File: config.mk
export PLATFORM = sky130hd
export DESIGN_NAME = instr_fetch
export DESIGN_NICKNAME = d
export VERILOG_FILES = /design/src/rtl/fetch_pkg.sv /design/src/rtl/fetch_fifo.sv /design/src/rtl/instr_fetch.sv
export SDC_FILE = /design/constraint.sdc
export NUM_CORES = 1
export LEC_CHECK = 0
export ABC_AREA = 0
export CORE_ASPECT_RATIO = 0.9
export CORE_MARGIN = 8
export CORE_UTILIZATION = 60
export CTS_CLUSTER_SIZE = 24
export DETAILED_ROUTE_END_ITERATION = 10
export GPL_ROUTABILITY_DRIVEN = 0
export PLACE_DENSITY_LB_ADDON = 0.2
export SYNTH_ARGS = -nofsm -noshare
export SYNTH_HDL_FRONTEND = slang
export SYNTH_SLANG_ARGS = --single-unit
File: constraint.sdc
create_clock -name CLK -period 9.75 [get_ports CLK]
set_clock_uncertainty 0.05 [all_clocks]
set_input_delay 1.95 -clock CLK [delete_from_list [all_inputs] [get_ports CLK]]
set_output_delay 1.95 -clock CLK [all_outputs]
set_load 0.01 [all_outputs]
File: src/rtl/fetch_pkg.sv
// Shared types for the instruction fetch stage.
//   fetch_entry_t : one fetch-queue entry {pc, instr}
//   fetch_state_t : fetch control state (RUN, FLUSH)
//   INSTR_BYTES   : PC increment per fetched instruction
// Entry fields are sized for the widest supported PC / instruction (32 bits);
// narrower instantiations zero-extend into them.
package fetch_pkg;

  localparam int INSTR_BYTES  = 4;
  localparam int FETCH_ADDR_W = 32;
  localparam int FETCH_DATA_W = 32;

  typedef struct packed {
    logic [FETCH_ADDR_W-1:0] pc;
    logic [FETCH_DATA_W-1:0] instr;
  } fetch_entry_t;

  typedef enum logic {
    RUN   = 1'b0,
    FLUSH = 1'b1
  } fetch_state_t;

endpackage

File: src/rtl/fetch_fifo.sv
// Synchronous FIFO of fetch entries.
//   CLK, Reset : clock, asynchronous active-high reset (pointers/count only)
//   push/wdata : write entry at tail
//   pop/rdata  : remove head; rdata always shows the current head slot
//   clear      : drop all entries (wins over push/pop)
//   count      : number of valid entries, 0..DEPTH
// Push while full is accepted only together with a pop.
module fetch_fifo
  import fetch_pkg::*;
#(
  parameter int DEPTH = 4
) (
  input  logic                   CLK,
  input  logic                   Reset,
  input  logic                   push,
  input  logic                   pop,
  input  logic                   clear,
  input  fetch_entry_t           wdata,
  output fetch_entry_t           rdata,
  output logic [$clog2(DEPTH):0] count
);

  localparam int PTR_W = $clog2(DEPTH);
  localparam int CNT_W = PTR_W + 1;

  fetch_entry_t     mem [DEPTH];
  logic [PTR_W-1:0] wr_ptr;
  logic [PTR_W-1:0] rd_ptr;
  logic             do_push;
  logic             do_pop;

  assign do_pop  = pop && (count != '0);
  assign do_push = push && ((count != CNT_W'(DEPTH)) || do_pop);
  assign rdata   = mem[rd_ptr];

  always_ff @(posedge CLK or posedge Reset) begin
    if (Reset) begin
      wr_ptr <= '0;
      rd_ptr <= '0;
      count  <= '0;
    end else if (clear) begin
      wr_ptr <= '0;
      rd_ptr <= '0;
      count  <= '0;
    end else begin
      if (do_push) wr_ptr <= wr_ptr + 1'b1;
      if (do_pop)  rd_ptr <= rd_ptr + 1'b1;
      count <= count + CNT_W'(do_push) - CNT_W'(do_pop);
    end
  end

  // Storage carries data only; validity is tracked by count.
  always_ff @(posedge CLK) begin
    if (do_push && !clear) mem[wr_ptr] <= wdata;
  end

endmodule

File: src/rtl/instr_fetch.sv
// Instruction fetch stage.
// Owns the program counter, issues in-order word requests to instruction
// memory, buffers responses in a fetch queue and hands them to decode.
//   CLK, Reset             : clock, asynchronous active-high reset
//   imem_req/addr/gnt      : request/grant interface to instruction memory
//   imem_rvalid/rdata      : in-order responses
//   redirect/redirect_pc   : flush and restart fetch at a new target
//   if_valid/instr/pc      : head instruction to decode
//   id_ready               : decode accepts the head this cycle
module instr_fetch
  import fetch_pkg::*;
#(
  parameter int                ADDR_W   = 32,
  parameter int                DATA_W   = 32,
  parameter int                DEPTH    = 4,
  parameter logic [ADDR_W-1:0] RESET_PC = '0
) (
  input  logic              CLK,
  input  logic              Reset,
  output logic              imem_req,
  output logic [ADDR_W-1:0] imem_addr,
  input  logic              imem_gnt,
  input  logic              imem_rvalid,
  input  logic [DATA_W-1:0] imem_rdata,
  input  logic              redirect,
  input  logic [ADDR_W-1:0] redirect_pc,
  output logic              if_valid,
  output logic [DATA_W-1:0] if_instr,
  output logic [ADDR_W-1:0] if_pc,
  input  logic              id_ready
);

  localparam int                CNT_W   = $clog2(DEPTH) + 1;
  localparam logic [ADDR_W-1:0] PC_STEP = ADDR_W'(INSTR_BYTES);

  fetch_state_t      state;
  fetch_state_t      state_nxt;
  logic [ADDR_W-1:0] fetch_pc;
  logic [ADDR_W-1:0] resp_pc;
  logic [ADDR_W-1:0] target_pc;
  logic [CNT_W-1:0]  outstanding;
  logic [CNT_W-1:0]  outstanding_nxt;
  logic [CNT_W-1:0]  q_count;
  logic              req_en;
  logic              credit_ok;
  logic              grant;
  logic              resp;
  logic              q_push;
  logic              q_pop;
  logic              q_nonempty;
  fetch_entry_t      q_wdata;
  fetch_entry_t      q_rdata;

  assign target_pc = {redirect_pc[ADDR_W-1:2], 2'b00};

  // Credit: never have more entries in flight plus queued than queue slots,
  // so a response always finds room.
  assign credit_ok = ({1'b0, q_count} + {1'b0, outstanding}) < (CNT_W + 1)'(DEPTH);

  assign grant           = imem_req && imem_gnt;
  assign resp            = imem_rvalid && (outstanding != '0);
  assign outstanding_nxt = outstanding + CNT_W'(grant) - CNT_W'(resp);

  assign q_nonempty = (q_count != '0);
  assign if_valid   = q_nonempty && !redirect;
  assign q_pop      = if_valid && id_ready;
  assign q_push     = resp && (state == RUN) && !redirect;

  assign q_wdata.pc    = FETCH_ADDR_W'(resp_pc);
  assign q_wdata.instr = FETCH_DATA_W'(imem_rdata);

  assign imem_addr = fetch_pc;
  assign if_instr  = q_nonempty ? DATA_W'(q_rdata.instr) : '0;
  assign if_pc     = q_nonempty ? ADDR_W'(q_rdata.pc) : '0;

  fetch_fifo #(
    .DEPTH (DEPTH)
  ) u_fifo (
    .CLK   (CLK),
    .Reset (Reset),
    .push  (q_push),
    .pop   (q_pop),
    .clear (redirect),
    .wdata (q_wdata),
    .rdata (q_rdata),
    .count (q_count)
  );

  // Control: next state and request
  always_comb begin
    state_nxt = state;
    imem_req  = 1'b0;
    if (state == RUN) imem_req = req_en && credit_ok;
    if (redirect) begin
      state_nxt = (outstanding_nxt != '0) ? FLUSH : RUN;
    end else if ((state == FLUSH) && (outstanding_nxt == '0)) begin
      state_nxt = RUN;
    end
  end

  // Registered state: FSM, PCs, in-flight count
  always_ff @(posedge CLK or posedge Reset) begin
    if (Reset) begin
      state       <= RUN;
      fetch_pc    <= RESET_PC;
      resp_pc     <= RESET_PC;
      outstanding <= '0;
      req_en      <= 1'b0;
    end else begin
      state       <= state_nxt;
      outstanding <= outstanding_nxt;
      req_en      <= 1'b1;
      if (redirect) begin
        fetch_pc <= target_pc;
        resp_pc  <= target_pc;
      end else begin
        if (grant)  fetch_pc <= fetch_pc + PC_STEP;
        if (q_push) resp_pc  <= resp_pc + PC_STEP;
      end
    end
  end

endmodule

After elaboration in Yosys (flattened, before gate mapping)
Memories as Yosys holds them, arrays and structs flattened.
Cells that the tools add are included.
{"block": "word_totals", "output_inout_bits": 98, "elab_cells": 60, "reg_bits": 76, "mem_bits_rw": 256, "inputBits": 70, "mem_count": 1}
{"name": "u_fifo.mem", "depth": 4, "word_bits": 64, "rd": 1, "rd_clocked_by_memory_dff": 0, "wr": 1, "line_no": "fetch_fifo.sv:26", "rtl": "fetch_entry_t mem [DEPTH];"}
{"block": "classes", "muxes": 17, "bitwise_logic": 1, "addsub": 9, "n_eq_ne": 1, "reduce_logical": 22, "n_lt_le_gt_ge": 1}
{"operator": "32-bit 2-to-1 mux", "count": 6}
{"operator": "32-bit by 3-bit adder with 32-bit output, second input constant", "count": 2}
{"operator": "1-bit logical AND", "count": 11}
{"operator": "2-bit nonzero test", "count": 5}
{"operator": "3-bit nonzero test", "count": 3}
{"operator": "2-bit 2-to-1 mux", "count": 4}
{"operator": "3-bit by 1-bit adder with 3-bit output", "count": 2}
{"operator": "1-bit 2-to-1 mux", "count": 6}
{"operator": "3-bit by 1-bit subtractor with 3-bit output", "count": 2}
{"operator": "2-bit by 1-bit adder with 2-bit output, second input constant", "count": 2}
{"operator": "3-bit by 3-bit adder with 4-bit output", "count": 1}
{"operator": "4-bit by 3-bit less-than comparator with 1-bit output, second input constant", "count": 1}
{"operator": "3-bit zero test", "count": 1}
{"operator": "3-bit 2-to-1 mux", "count": 1}
{"operator": "3-bit inequality test, second input constant", "count": 1}
{"operator": "1-bit zero test", "count": 1}
{"operator": "1-bit logical OR", "count": 1}
{"operator": "1-bit NOT", "count": 1}

Logic depth before layout (Yosys ltp)
{"block": "depth", "depth_word": 11, "ltp_mapped": 11}

Hierarchy
A second synthesis with hierarchy kept.
{"block": "unflattened", "hier_cells": 822, "area_unflattened_um2": 13987.2}
{"mod": "fetch_fifo", "cells_each": 379, "area_per_inst_um2": 9691.8, "instances": 1}
{"mod": "instr_fetch", "cells_each": 443, "area_per_inst_um2": 4295.4, "instances": 1}

Worst setup path before layout
OpenSTA, ideal clock, no wires.
{"block": "synth_path", "path_kind": "input-to-reg", "startpoint": "input imem_rvalid", "endpoint": "memory u_fifo.mem[0][0] in the netlist's numbering, enable pin", "n_path_buf": 1, "setup_ns": 0.426, "path_slack_ns": 5.060, "arrival_time_ns": 4.214, "stages": 4, "path_cell_list": "nor3b_1 and3_1 clkbuf_1 and2_1"}
{"block": "synth_via", "elab_chain_cells": 7}
{"element": "from (decl)", "line_no": "instr_fetch.sv:23", "rtl": "input logic imem_rvalid,"}
{"element": "1-bit logical AND", "line_no": "instr_fetch.sv:61", "rtl": "assign resp = imem_rvalid && (outstanding != '0);"}
{"element": "1-bit logical AND (2 in series)", "line_no": "instr_fetch.sv:67", "rtl": "assign q_push = resp && (state == RUN) && !redirect;"}
{"element": "1-bit logical AND", "line_no": "fetch_fifo.sv:33", "rtl": "assign do_push = push && ((count != CNT_W'(DEPTH)) || do_pop);"}
{"element": "1-bit logical AND", "line_no": "fetch_fifo.sv:54", "rtl": "if (do_push && !clear) mem[wr_ptr] <= wdata;"}
{"element": "1-bit 2-to-1 mux", "line_no": "fetch_fifo.sv:54"}
{"element": "1-bit 2-to-1 mux (implied by the code)", "line_no": "fetch_fifo.sv:54"}
{"element": "to (decl)", "line_no": "fetch_fifo.sv:26"}
No other way between the ends.

Worst setup path after layout
{"block": "layout_path", "startpoint": "input redirect", "endpoint": "output if_valid"}
{"block": "layout_via", "elab_chain_cells": 2}
{"element": "from (decl)", "line_no": "instr_fetch.sv:25", "rtl": "input logic redirect,"}
{"element": "1-bit zero test", "line_no": "instr_fetch.sv:65", "rtl": "assign if_valid = q_nonempty && !redirect;"}
{"element": "1-bit logical AND", "line_no": "instr_fetch.sv:65"}
{"element": "to (decl)", "line_no": "instr_fetch.sv:27", "rtl": "output logic if_valid,"}
No other way between the ends.

==> summary.txt <==
Yosys
  – Top cells by area, synth: edfxtp_1 53%, dfrtp_1 13%, mux4_2 10%
  – Netlist cell types: 65
  – Top cell type's share of synthesized area: 53.23%
  – Post-synth EDFFs: around 250
  – Sequential area share after synthesis: 66.11%
  – Post-Syn Instances: 910
  – Largest area contributor in the netlist: edfxtp_1
  – Avg Synthesized Cell Area: 15.37 sq um
  – FFs w/ async S/R, synth: between 20% and 30%
  – Yosys reg bits: 320
  – Synthesized area: ~14000 sq um
  – Dominant synthesized flop cell: edfxtp_1
  – Yosys Warn Count: 0

Cells and area
  – Final core occ: between 70 and 80%
  – Number of diodes: 0
  – Syn-to-layout area delta: 20.24%
  – Register area: just over 9000 sq um
  – Nets: 1150
  – Multi-input logic area: 4400 sq um
  – Filler cell count in the final layout: 1470
  – Fraction of layout cells with a size suffix above 1: 13.43%
  – Finished Cell Area: between 15000 and 20000 sq um

Floorplan
  – Die Y: 160.9 microns
  – # IOs: between 150 and 200
  – Rows: 53
  – Std-Cell Core Area: approximately 23000 sq um
  – Die ar.: 28470 sq um
  – Die outline width: 177.0 microns
  – Initial Util: roughly 60%

Route
  – Vias: 8470
  – Final ANT Viol Nets: 0
  – Drt total wl: 29640 microns
  – Met1 Wirelength: 13230 microns
  – Routed wire per std cell: approximately 21 microns
  – Vias per cell: 6.098
  – Pre-Repair DR Iteration Count: 7
  – Met2 wire length: 13990 microns
  – 1st-iter DRT viols: ~550
  – Max layer used: met4
  – Routed met3 length: 2048 microns
  – DRC: 0

Timing
  – Setup violations, final: 0
  – Relative slew slack: approximately 28%
  – RSZ-0062 raised after global routing: false
  – TNS Setup: 0 ns
  – Slew @ Worst Pin: 1.080 ns
  – FMAX: 178.4 MHz
  – Final Cycle Share: a little under three fifths
  – Max-slew violation count: 0
  – Post-layout minimum cycle time: 5.607 ns
  – Hold Violations, Final: 0

GRT
  – Gr ovfl total: 0
  – Initial antenna violation count: 0
  – First-pass GRT wire length: 47070 microns
  – Vias in the first global route: 8558
  – Total track usage: 20.84%
  – Largest net degree at the start of global routing: 88

Power and ir drop
  – Leakage: roughly 5.7 nW
  – Power per Cell Area: 228.9 nW/um^2
  – Worst vdd ir: 0.1570 mV
  – Pwr Total: 3.850 mW

Worst setup path
  – Buffers & Inverters on Critical Path: 4
  – WP depth: 5
  – Crit Path Category: in2out
  – Cell chain of the critical path: buf_2 > buf_4 > clkinv_1 > and2_1 > clkdlybuf4s50_1
  – Crit-path max FO: 87
  – Kind of cell adding the most delay to the critical path: buffers and inverters
  – Worst R2R Path Depth: 10
  – Max stage delay on crit path: 0.67 ns
  – Slowest CP cell: buf_4
  – Worst EP required: 7.75 ns
  – Crit end category: primary output
  – CP Launch Type: input pin
  – Crit path DAT: 3.61 ns

Hold path
  – Cell count of the worst hold path: 1
  – Hold Path Class: reg2reg

Clock tree
  – Clk slew on worst S/H paths: 0.06 ns
  – CTS sink count: 320
  – CTS Root Cell: clkbuf_16
  – H-tree Lvls: 2
  – Post-CTS Resized: 0
  – Later-pin clock latency in the skew report: 0.50 ns
  – Cts hold-fix bufs: 0
  – Num CTS Buffers: 34
  – CTS tree: built
  – CTS max path bufs: 3
  – Postcts setup bufs: 0

Place
  – Dpl cell area: approximately 16000 sq um
  – PortBufs: 161
  – Post-DP HPWL: 18280 microns

Status
  – Status: finished clean

Job
  – Max Cap Viol: 0
==> placed cells by master, fill, tap and decap left out, drive strengths merged, types with 4 or more instances in the layout <==
cell type      instances
edfxtp               248
clkdlybuf4s50        160
dfrtp                 72
and2                  72
mux4                  62
nor2                  48
clkbuf                43
nand3                 31
nand2                 25
inv                   22
a211oi                21
nand4                 21
a31oi                 19
nor4                  18
clkinv                15
o31ai                 14
o21ai                 13
or4                   13
ha                    12
buf                   12
xor2                  11
or3                   11
and3                  10
nor3                  10
o311a                 10
and4                   8
mux2                   7
nand2b                 7
a21oi                  6
nor2b                  6
a21boi                 5
o31a                   5
xnor2                  5
conb                   5
a21o                   4
==> stage by stage <==
stage / setup slack (ns) / cells / hold slack, ns
2_1_floorplan: 5.060 / 913 / 0.4529
3_3_place_gp: 4.180 / 1331 / 0.4730
3_5_place_dp: 4.160 / 1331 / 0.4913
4_1_cts: 4.158 / 1388 / 0.5106
5_1_grt: 4.024 / 1389 / 0.5703
6_report: 4.143 / 1389 / 0.5111
==> cell usage after synthesis (5+ instances only) <==
master,instances
and3_1,10
nand2_1,25
o311a_1,10
mux4_2,62
inv_1,21
nand3_1,29
a31oi_1,19
nor2b_1,6
edfxtp_1,248
clkbuf_1,34
and4_1,7
buf_2,10
o21ai_0,13
nand2b_1,7
a211oi_1,21
mux2_2,7
xor2_1,11
a21boi_0,5
dfrtp_1,72
xnor2_1,5
ha_1,12
nor3_1,10
or3_1,10
a21oi_1,6
o31a_1,5
and2_1,71
or4_1,12
nor4_1,17
nand4_1,20
o31ai_1,14
nor2_1,48
==> worst paths after layout <==
kind / endpoint / slack [ns] / startpoint
worst max-delay path: if_valid / 4.14 / redirect
worst min-delay path: u_fifo.wr_ptr[0]$_DFFE_PP0P_ / 0.51 / u_fifo.wr_ptr[0]$_DFFE_PP0P_
worst max register to register: state$_DFFE_PP0P_ / 6.54 / outstanding[2]$_DFF_PP0_
worst min register to register: u_fifo.wr_ptr[0]$_DFFE_PP0P_ / 0.51 / u_fifo.wr_ptr[0]$_DFFE_PP0P_
max in group asynchronous: u_fifo.rd_ptr[0]$_DFFE_PP0P_ / 6.92 / Reset
min in group asynchronous: imem_addr[9]$_DFFE_PP0N_ / 2.01 / Reset
==> area by class of cell <==
type | count | area share (%)
Multi-Input combinational cell | 514 | 26.16
Clock buffer | 42 | 5.423
Clock inverter | 15 | 0.5727
Timing Repair Buffer | 173 | 10.07
Inverter | 23 | 0.5132
Tap cell | 302 | 2.246
Sequential cell | 320 | 55.01
==> state kept, by name, summed over array words and instances, names as in the netlist <==
name	count
imem_addr	30
outstanding	3
req_en	1
resp_pc	30
state	1
u_fifo.count	3
u_fifo.mem	248
u_fifo.rd_ptr	2
u_fifo.wr_ptr	2
==> report_power, final <==
group          internal (mW)  switching (mW)
logic                  0.559           0.460
registers               1.56           0.103
clock network          0.687           0.484
==> kinds of logic after synthesis <==
family / count (synthesis) / share of synthesized area [%]
XOR/XNOR: 16 / 1.002
flip-flops: 320 / 66.11
adder cells (fa/ha/maj): 14 / 1.359
buffers and inverters: 79 / 2.558
multiplexers: 72 / 10.76
AND/OR/NAND/NOR: 293 / 12.15
other: 2 / 0.05368
AO/OA/AOI/OAI: 114 / 6.010
==> metal layers <==
layer | vias to the layer above | GRT usage (%)
met4 | 0 | 4.582
li1 | 3892 | -
met5 | - | 0
met3 | 35 | 4.694
met1 | 4250 | 29.08
met2 | 293 | 33.18
No activity file was read; power rests on OpenSTA's default activity.
